[src/rtl/btb_update_scheduler.sv]
// btb_update_scheduler
// Arbitrates the single-ported BTB array between IF-stage lookups (priority)
// and EX-stage branch-resolution updates. Updates are buffered in a small
// FIFO and retired as a PROBE (lookup of the branch PC) followed by a WRITE
// (overwrite on hit, round-robin allocate on miss). A starvation counter
// forces a retirement after STARVE_MAX consecutive fetch-busy IDLE cycles.
//
// Ports
//   clk, rst_n            clock, asynchronous active-low reset
//   fetch_req/fetch_pc    IF lookup request and PC
//   fetch_stall           lookup not serviced this cycle
//   upd_valid/upd_ready   update handshake; upd_pc/upd_target/upd_taken payload
//   btb_op                00 idle, 01 lookup, 10 overwrite, 11 allocate
//   btb_pc/btb_idx        lookup PC / write index
//   btb_wdata             {pc, target, taken}
//   btb_hit/btb_hit_idx   combinational array lookup result
//   q_count               FIFO occupancy
//   alloc_ptr             next round-robin allocation slot
//
// state | meaning
// ------+---------------------------------------------------------------
// IDLE  | port serves fetch lookups
// PROBE | look up FIFO head PC, capture hit/hit_idx
// WRITE | overwrite (hit) or allocate (miss) the head entry, dequeue it

module btb_update_scheduler #(
   parameter int ENTRIES_LOG2 = 3,
   parameter int QDEPTH       = 4,
   parameter int STARVE_MAX   = 3
) (
   input  logic                      clk,
   input  logic                      rst_n,
   input  logic                      fetch_req,
   input  logic [31:0]               fetch_pc,
   output logic                      fetch_stall,
   input  logic                      upd_valid,
   input  logic [31:0]               upd_pc,
   input  logic [31:0]               upd_target,
   input  logic                      upd_taken,
   output logic                      upd_ready,
   output logic [1:0]                btb_op,
   output logic [31:0]               btb_pc,
   output logic [ENTRIES_LOG2-1:0]   btb_idx,
   output logic [64:0]               btb_wdata,
   input  logic                      btb_hit,
   input  logic [ENTRIES_LOG2-1:0]   btb_hit_idx,
   output logic [$clog2(QDEPTH):0]   q_count,
   output logic [ENTRIES_LOG2-1:0]   alloc_ptr
);

   localparam int QW = $clog2(QDEPTH);
   localparam int CW = QW + 1;
   localparam int SW = $clog2(STARVE_MAX + 1);
   localparam logic [CW-1:0] QDEPTH_C = CW'(QDEPTH);
   localparam logic [SW-1:0] STARVE_C = SW'(STARVE_MAX);

   typedef enum logic [1:0] {
      IDLE  = 2'b00,
      PROBE = 2'b01,
      WRITE = 2'b10
   } state_t;

   state_t state, state_next;

   logic [31:0] pc_mem  [QDEPTH];
   logic [31:0] tgt_mem [QDEPTH];
   logic        tkn_mem [QDEPTH];

   logic [QW-1:0]           head, tail;
   logic [SW-1:0]           starve;
   logic                    hit_r;
   logic [ENTRIES_LOG2-1:0] hit_idx_r;
   logic                    enq, deq;
   logic                    q_pending;

   assign upd_ready = (q_count < QDEPTH_C);
   assign enq       = upd_valid && upd_ready;
   assign deq       = (state == WRITE);
   // An update accepted this cycle is readable from storage next cycle,
   // so it already counts as pending for the transition decision.
   assign q_pending = (q_count != '0) || enq;

   always_comb begin
      state_next = state;
      case (state)
         IDLE:  if (q_pending && (!fetch_req || starve == STARVE_C)) state_next = PROBE;
         PROBE: state_next = WRITE;
         WRITE: begin
            if (((q_count > CW'(1)) || enq) && !fetch_req) state_next = PROBE;
            else                                            state_next = IDLE;
         end
         default: state_next = IDLE;
      endcase
   end

   always_comb begin
      btb_op    = 2'b00;
      btb_pc    = fetch_pc;
      btb_idx   = '0;
      btb_wdata = '0;
      case (state)
         IDLE:  btb_op = fetch_req ? 2'b01 : 2'b00;
         PROBE: begin
            btb_op = 2'b01;
            btb_pc = pc_mem[head];
         end
         WRITE: begin
            btb_op    = hit_r ? 2'b10 : 2'b11;
            btb_idx   = hit_r ? hit_idx_r : alloc_ptr;
            btb_wdata = {pc_mem[head], tgt_mem[head], tkn_mem[head]};
         end
         default: btb_op = 2'b00;
      endcase
   end

   assign fetch_stall = fetch_req && (state != IDLE);

   always_ff @(posedge clk or negedge rst_n) begin
      if (!rst_n) begin
         state     <= IDLE;
         head      <= '0;
         tail      <= '0;
         q_count   <= '0;
         alloc_ptr <= '0;
         starve    <= '0;
         hit_r     <= 1'b0;
         hit_idx_r <= '0;
      end else begin
         state <= state_next;
         if (enq) tail <= tail + 1'b1;
         if (deq) head <= head + 1'b1;
         case ({enq, deq})
            2'b10:   q_count <= q_count + 1'b1;
            2'b01:   q_count <= q_count - 1'b1;
            default: q_count <= q_count;
         endcase
         if (state == PROBE) begin
            hit_r     <= btb_hit;
            hit_idx_r <= btb_hit_idx;
         end
         if (state == WRITE && !hit_r) alloc_ptr <= alloc_ptr + 1'b1;
         if (q_count == '0)
            starve <= '0;
         else if (state_next == PROBE)
            starve <= '0;
         else if (state == IDLE && fetch_req && starve != STARVE_C)
            starve <= starve + 1'b1;
      end
   end

   // Payload storage needs no reset: occupancy is tracked by q_count alone.
   always_ff @(posedge clk) begin
      if (enq) begin
         pc_mem[tail]  <= upd_pc;
         tgt_mem[tail] <= upd_target;
         tkn_mem[tail] <= upd_taken;
      end
   end

endmodule

[config.mk]
export PLATFORM = sky130hd
export DESIGN_NAME = btb_update_scheduler
export DESIGN_NICKNAME = d
export VERILOG_FILES = /design/src/rtl/btb_update_scheduler.sv
export SDC_FILE = /design/constraint.sdc
export NUM_CORES = 1
export LEC_CHECK = 0
export ABC_AREA = 1
export CAP_MARGIN = 20
export CORE_UTILIZATION = 30
export DETAILED_ROUTE_END_ITERATION = 6
export SLEW_MARGIN = 30
export SYNTH_ARGS = -nofsm -noshare
export SYNTH_HDL_FRONTEND = slang
export SYNTH_SLANG_ARGS = --single-unit
[constraint.sdc]
create_clock -name clk -period 7.4 [get_ports clk]
set_input_delay 0.74 -clock clk [delete_from_list [all_inputs] [get_ports clk]]
set_output_delay 0.74 -clock clk [all_outputs]
set_load 0.005 [all_outputs]
==> flow_summary.toml, run 1 <==
[final_layout]
drive_gt1_share_pct = 4.876
final_common_cell = "edfxtp_1"
fin_area_um2 = 14950
syn_to_final_growth_pct = 30.03
layout_common_cells = "edfxtp_1 (260), nand2_1 (222), clkdlybuf4s50_1 (213)"
layout.nets = 1305
num-fill-cells = 3662

[setup_path]
startpoint_type = "flop"
crit_buf_inv = 3
critPathTopFamily = "buffers and inverters"
end_kind = "output port"
path_class = "reg -> out"
cp_cell_sequence = "inv_2 -> buf_4 -> nor2_1 -> o21ai_1 -> a21oi_1 -> clkdlybuf4s50_1"
arrival_ns = 3.57
cpMaxStageDelayCell = "dfrtp_4"
cp.required_ns = 6.66
slowest_delay_ns = 1.04
crit_fanout = 67

[route]
dr.pass1.iters = 4
routed_wl_um = 28480
wl_per_cell_um = 16.53
initialDrtViolationCount = 377
viasPerCell = 4.498
final_antenna_net_count = 0
vias = 7750
drc = 0

[yosys]
synth_top_area_share_pct = 67.93
yosys.area_share.simple_pct = 16.33
synthMuxAreaShare_pct = 0
synth_fa_ha_area_share_pct = 1.197
synth_top_area_cell = "edfxtp_1"
syn_nets = 1107
synth.avg_cell_area_um2 = 11.60
syn_inst = 991
syn-cell-area_um2 = 11490
ys_seq_area_share_pct = 71.85
ys_seq_elements = 278
ys_warn_count = 0
synth_compound_area_share_pct = 6.053
synthXorXnorAreaFrac_pct = 0.6858
synth_cell_types = 21
synth_top_family_by_area = "simple AND/OR/NAND/NOR gates"
synthTopCellsByArea = "edfxtp_1 (68%), nand2_1 (7.3%), nor2_1 (5.9%)"

[hold_path]
min_path_type = "in -> async"

[cts]
cts_setup_buffers = 0
numCtsBuffers = 29
cts.sinks = 278
cts_tree = "built"
cts-root-buf = "clkbuf_16"
holdBufCountCts = 0
cts_resized = 0
clk_pin_slew_ns = 0.06
clock_latency_ns = 0.55
cts.htree.levels = 1
clockBufferDepth = 3

[power_and_ir_drop]
vdd_drop_max_uv = 219.0
p_seq_share_pct = 39.9
comb_power_share_pct = 36.3
p_per_area_nw_per_um2 = 373.2
pwr-share-clk_pct = 23.8
switching_share_pct = 35.14
power_leakage_nw = 5.318
p_int_mw = 3.618
netSwitchingPower_mw = 1.960

[die]
start_util_pct = 30.51
die_area_um2 = 39100
rows = 71
dieWidth_um = 197.7
io_pins = 215
coreArea_um2 = 37670
die_h_um = 197.7

[timing]
hold_violations = 0
worst_slew_pin_slew_ns = 0.9432
layout_min_cycle_time_ns = 4.311
whs_ns = 0.1281
final-setup-viol-count = 0
slew_viol_final = 0
min_period_over_period_pct = 58.26
setup_tns_ns = 0
relSlewSlack_pct = 37.12
final.setup_skew_ns = 0.009354
max_freq_ghz = 0.2319
rsz0062_at_grt = "no"

[placed_design]
finalWeightedCongestion = 0.7527
dp_hpwl_um = 16890
port_buffers = 214
placed_cell_area_um2 = 14050

[global_route]
antenna_found_initial = 3
grt_pass1_wl_um = 43260
grtUsageTotal_pct = 14.36
grt_pass1_vias = 7687
grt_start_max_net_pins = 91
grt_overflow = 0

[outcome]
status = "completed"

[job]
drv_cap = 0
## power by group through the flow
stage                     clock, mW  combinational, mW  sequential, mW
after detailed placement          0               2.06            2.27
after global routing           1.42               2.28            2.26
after CTS                      1.36               2.06            2.23
after global placement            0               2.02            2.26
after floorplan                   0               1.30            2.13
final                          1.33               2.03            2.23
## final cells by class
cell class	count	area (µm²)	area share, %
multi-input cells	633	2824	18.89
repair buffers	224	2260	15.12
flip-flops and latches	278	8265	55.30
clock inverters	15	107.6	0.7200
clock buffers	37	755.7	5.057
diodes	2	5.005	0.03349
well taps	511	639.4	4.278
inverters	23	88.84	0.5944
## cell families after synthesis
logic type | count (synthesis)
DFF | 278
adders and majority gates | 11
and+or+nand+nor | 474
buffers and inverters | 80
AOI/OAI and AO/OA | 139
xor gates and xnor gates | 9
## cell usage after synthesis
master,number
xnor2_1,3
ha_1,11
nand2_2,1
nand3_1,70
a21oi_1,36
nor2_4,1
inv_2,3
o21ai_0,24
dfrtp_1,18
buf_2,19
edfxtp_1,260
xor2_1,6
nor2_1,180
nand2_1,222
o21ai_1,79
inv_1,19
inv_4,1
buf_1,1
buf_4,6
buf_6,13
clkbuf_1,18
## stage by stage
step | setup slack (ns) | power [mW] | std cells | util [%]
2_1_floorplan | 3.272 | 3.427 | 991 | -
3_3_place_gp | 3.511 | 4.279 | 1667 | 37.22
3_5_place_dp | 3.444 | 4.325 | 1668 | 37.30
4_1_cts | 2.871 | 5.661 | 1720 | 39.60
5_1_grt | 2.811 | 5.969 | 1721 | 39.67
6_report | 3.089 | 5.578 | 1723 | 39.68
## path summary, 6_finish.rpt
kind | startpoint | end | slack, ns | cells after the start
hold / removal | rst_n | q_count[2] | 0.13 | 1
setup / recovery | head[1] | btb_wdata[4] | 3.09 | 6
hold reg to reg | hit_idx_r[0] | hit_idx_r[0] | 0.48 | 2
setup reg to reg | q_count[2] | tgt_mem[1][0] | 4.66 | 4
max in group asynchronous | rst_n | head[0] | 6.92 | 1
min in group clk | hit_idx_r[0] | hit_idx_r[0] | 0.48 | 2
## flip-flops by register name, indices dropped and copies added, names as in the netlist, 3 cells and up
signal and flops:
pc_mem 128, alloc_ptr 3, hit_idx_r 3, q_count 3, tkn_mem 4, tgt_mem 128
## layer usage
layer | track usage (%) | vias to the layer above | part of all wire [%]
met2 | 24.60 | 241 | 48
met4 | 2.957 | 2 | 1.7
met1 | 18.48 | 3665 | 44
li1 | - | 3805 | -
met3 | 3.338 | 37 | 6.8
met5 | 0 | - | 0.039
## worst register-to-register path: cells and delay by family (launching register included)
| kind | cells | cell delay, ns |
|---|---|---|
| DFF | 1 | 0.41 |
| and+or+nand+nor | 2 | 1.13 |
| buffers and inverters | 2 | 0.80 |
(Power assumes the default switching activity.)
==> run 2: changes to the inputs <==
clock period = 3.6 ns   (was 7.4 ns; I/O delays follow)
==> run 2 against run 1 <==
Clock-buffer cell count shrank 2. Flip-flop and latch count stayed put. Critical path type unchanged. Combinational power is 120% higher. Critical path depth fell by 1. Setup slack got worse by 2.5 ns. Non-clock buffer count rose by 9. Die area did not move. First-iteration DRC count increased by 33%.
==> flow_summary.toml, run 2 (synthesized netlist as in run 1, its figures left out) <==
[cts]
cts_resized = 0
clockBufferDepth = 3
clock_latency_ns = 0.53
cts-root-buf = "clkbuf_16"
cts.htree.levels = 1
numCtsBuffers = 29
cts_tree = "built"
cts.sinks = 278
clk_pin_slew_ns = 0.06

[route]
viasPerCell = 4.515
dr.pass1.iters = 4
drc = 0
initialDrtViolationCount = 500
vias = 7820
wl_per_cell_um = 16.36
routed_wl_um = 28330
final_antenna_net_count = 0

[timing]
rsz0062_at_grt = "no"
hold_violations = 0
final-setup-viol-count = 0
worst_slew_pin_slew_ns = 0.7550
final.setup_skew_ns = 0.008273
relSlewSlack_pct = 49.67
min_period_over_period_pct = 84.93
max_freq_ghz = 0.3271
slew_viol_final = 0
layout_min_cycle_time_ns = 3.057

[final_layout]
multi_input_area_um2 = 2824
fin_cells = 1732
syn_to_final_growth_pct = 30.99
final_common_cell = "edfxtp_1"
layout_common_cells = "edfxtp_1 (260), nand2_1 (222), clkdlybuf4s50_1 (213)"
largestRegisters = "pc_mem (128), tgt_mem (128), tkn_mem (4)"
num-fill-cells = 3622
drive_gt1_share_pct = 5.665
layout.nets = 1314
seqCellArea_um2 = 8265
fin_util_pct = 39.97

[die]
start_util_pct = 30.51
die_h_um = 197.7
dieWidth_um = 197.7
die_area_um2 = 39100
coreArea_um2 = 37670
rows = 71
io_pins = 215

[global_route]
antenna_found_initial = 4
grt_pass1_vias = 7607
grt_overflow = 0
grt_pass1_wl_um = 43310
grtUsageTotal_pct = 14.38
grt_start_max_net_pins = 131

[placed_design]
dp_hpwl_um = 16910
finalWeightedCongestion = 0.7322
port_buffers = 214
placedCellCount = 1677

[setup_path]
r2r-start = "state[1]"
rrSetupSlack_ns = 1.52
reg2regPathDepth = 7
cp_cell_sequence = "inv_4 -> buf_4 -> o21ai_0 -> a21oi_1 -> clkdlybuf4s50_1"
regToRegEndpoint = "q_count[2]"
critical_path.startpoint = "head[0]"
startpoint_type = "flop"
crit_fanout = 35
cp.required_ns = 3.24
cpMaxStageDelayCell = "clkdlybuf4s50_1"
arrival_ns = 2.70
slowest_delay_ns = 0.56
end_kind = "output port"
path_class = "reg -> out"
crit_buf_inv = 3
critPathTopFamily = "buffers and inverters"

[power_and_ir_drop]
power_leakage_nw = 5.380
vdd_drop_max_uv = 531.9
finalPower_mw = 11.62
p_per_area_nw_per_um2 = 771.5

[outcome]
status = "completed"

[hold_path]
min_path_type = "in -> async"

[job]
drv_cap = 0
-- run 2: cell types whose count changed in the layout (fill, tap and decap cells not counted) --
cell / previous run / this run
clkinvlp_4: 1 / 0
clkinv_1: 8 / 7
inv_16: 1 / 0
diode_2: 2 / 3
buf_16: 2 / 0
buf_6: 2 / 0
bufinv_16: 1 / 2
clkinv_2: 4 / 6
buf_4: 6 / 12
buf_12: 0 / 6
dlygate4sd3_1: 0 / 1
clkbuf_1: 8 / 6
inv_6: 0 / 1
-- run 2: stage by stage --
| stage | setup TNS, ns | hold WS (ns) | worst slack (ns) | cell area [µm²] |
|---|---|---|---|---|
| 6_report | 0 | 0.3077 | 0.5427 | 15060 |
| 5_1_grt | 0 | 0.3375 | 0.3585 | 15050 |
| 2_1_floorplan | -81.13 | 0.06441 | -0.3120 | 11490 |
| 3_5_place_dp | 0 | 0.4673 | 1.080 | 14170 |
| 4_1_cts | 0 | 0.3496 | 0.5016 | 15040 |
| 3_3_place_gp | 0 | 0.4649 | 1.111 | 14170 |
-- run 2: cell type report --
class	instances	share of cell area, %
inverter	23	0.5900
clock inverter	16	0.8310
multi-input combinational	633	18.76
timing repair buffer	233	15.66
sequential	278	54.90
tap	511	4.247
antenna	3	0.04986
clock buffer	35	4.970
-- run 2: worst register-to-register path: stages, from the launching register on --
cell and delay (ns):
dfrtp_1 0.45, nand2_4 0.49, inv_1 0.26, ha_1 0.40, nor2_1 0.12, nand2_1 0.06
xor2_1 0.13, inv_1 0.06
-- run 2: where the power goes --
group / switching, mW / leakage, nW / internal [mW]
logic: 2.69 / 2.36 / 1.84
clock network: 1.16 / 0.432 / 1.61
registers: 0.179 / 2.58 / 4.14
-- run 2: routing by layer --
layer  GRT usage (%)  part of all wire, %
met2           24.67                   48
met5               0                0.042
met1           18.61                   43
met4           2.670                  1.5
met3           3.287                  7.4
-- run 2: repair_timing --
item / 4_1_cts / 5_1_grt
hold endpoints to repair: 0 / 18
hold buffers: 0 / 1
setup buffers: 0 / 0
-- run 2: worst max-delay path by stage --
| stage | to | slack, ns | cells after the start |
|---|---|---|---|
| global placement | btb_pc[22] | 1.11 | 7 |
| CTS | btb_pc[22] | 0.50 | 7 |
| floorplan | pc_mem[0][0] | -0.31 | 3 |
| detailed placement | btb_pc[22] | 1.08 | 7 |
| global route | btb_wdata[16] | 0.36 | 5 |
| finish | btb_wdata[16] | 0.54 | 5 |
==> run 3: changes to the inputs <==
clock period = 3.09 ns   (was 3.6 ns; I/O delays follow)
==> run 3 against run 2 <==
Combinational power rose by 16%. Hold slack got worse by 0.062 ns. Global-route usage fell by 0.30 points. Clock skew rose by 0.0054 ns. Sequential share of layout area fell by 0.22 points. Register-to-register slack got worse by 0.41 ns. Flip-flop and latch count did not move. Clock power rose by 22%. Die area did not move. Final cell count rose by 0.12%. Critical path type unchanged. Largest power group unchanged.
==> flow_summary.toml, run 3 (synthesized netlist as in run 1, its figures left out) <==
[die]
die_area_um2 = 39100
rows = 71
coreArea_um2 = 37670
io_pins = 215
dieWidth_um = 197.7
start_util_pct = 30.51
die_h_um = 197.7

[cts]
numCtsBuffers = 30
cts.sinks = 278
clock_latency_ns = 0.54
cts_tree = "built"
cts.htree.levels = 1
cts-root-buf = "clkbuf_16"
clockBufferDepth = 3
clk_pin_slew_ns = 0.06

[route]
viasPerCell = 4.465
vias = 7742
drc = 0
dr.pass1.iters = 4
initialDrtViolationCount = 389
final_antenna_net_count = 0
wl_per_cell_um = 16.19
routed_wl_um = 28070

[timing]
final.setup_skew_ns = 0.01364
max_freq_ghz = 0.3479
relSlewSlack_pct = 58.18
whs_ns = 0.2456
rsz0062_at_grt = "no"
slew_viol_final = 0
setup_ws_ns = 0.2154
worst_slew_pin_slew_ns = 0.6274
final-setup-viol-count = 0
layout_min_cycle_time_ns = 2.875
hold_violations = 0
min_period_over_period_pct = 93.03

[power_and_ir_drop]
vdd_drop_max_uv = 516.6
power_leakage_nw = 5.415
p_per_area_nw_per_um2 = 906.0
finalPower_mw = 13.70

[final_layout]
drive_gt1_share_pct = 5.815
layout_common_cells = "edfxtp_1 (260), nand2_1 (222), clkdlybuf4s50_1 (213)"
syn_to_final_growth_pct = 31.53
largestRegisters = "pc_mem (128), tgt_mem (128), tkn_mem (4)"
fin_cells = 1734
final_common_cell = "edfxtp_1"
layout.nets = 1315

[setup_path]
arrival_ns = 2.57
end_kind = "output port"
path_class = "reg -> out"
startpoint_type = "flop"
crit_fanout = 28
cp.required_ns = 2.78
reg2regPathDepth = 4

[placed_design]
dp_hpwl_um = 16840
pre_cts_slack_ns = 0.6683
finalWeightedCongestion = 0.7599
port_buffers = 214
placedCellCount = 1676

[job]
drv_cap = 0

[global_route]
grt_pass1_wl_um = 42610
grt_overflow = 0
antenna_found_initial = 3
grtUsageTotal_pct = 14.08
grt_pass1_vias = 7480
grt_start_max_net_pins = 131

[outcome]
status = "completed"

[hold_path]
min_path_type = "in -> async"
## run 3: stage by stage
step	instance area [µm²]	utilization, %	setup TNS (ns)
6_report	15120	40.13	0
5_1_grt	15110	40.13	0
4_1_cts	15080	40.03	0
3_5_place_dp	14150	37.57	0
3_3_place_gp	14150	37.57	0
2_1_floorplan	11490	-	-213.73
## run 3: final cells by class
type	count	area [µm²]
multi-input combinational	633	2824
antenna	2	5.005
sequential	278	8265
tap	511	639.4
clock buffer	35	790.8
timing repair buffer	233	2365
fill	3658	22550
inverter	23	88.84
clock inverter	19	138.9
## run 3: final timing paths
kind / from / endpoint / slack (ns)
setup / recovery: head[0] / btb_pc[22] / 0.22
max in group asynchronous: rst_n / head[0] / 2.48
setup reg to reg: q_count[2] / pc_mem[1][11] / 1.11
hold / removal: rst_n / state[0] / 0.25
hold reg to reg: hit_idx_r[1] / hit_idx_r[1] / 0.48
min in group clk: btb_hit_idx[2] / hit_idx_r[2] / 0.33
## run 3: what timing repair did
item                       4_1_cts  5_1_grt
hold endpoints to repair         0       18
setup endpoints to repair        0       69
gates resized for setup          0        0
hold buffers                     0        1
buffers inserted                 0        1
## run 3: per-layer routing
layer  global-route usage [%]  share of wire [%]  vias to the layer above
li1                         -                  -                     3831
met1                    17.43                 43                     3656
met2                    24.03                 47                      222
met3                    4.224                8.0                       31
met4                    3.244                1.8                        2
met5                        0              0.043                        -
## run 3: critical path: stages (launching register included)
cell and delay [ns]:
dfrtp_4 0.50, inv_4 0.29, buf_4 0.29, nand2_1 0.07, nand3_1 0.07, nand2_1 0.08
o21ai_1 0.19, clkdlybuf4s50_1 0.54
## run 3: where the power goes
group | leakage [nW] | internal, mW | total (mW) | switching, mW
registers | 2.58 | 4.82 | 5.09 | 0.273
clock network | 0.455 | 1.98 | 3.37 | 1.39
logic | 2.38 | 2.17 | 5.24 | 3.06
total | 5.41 | 8.97 | 13.7 | 4.73
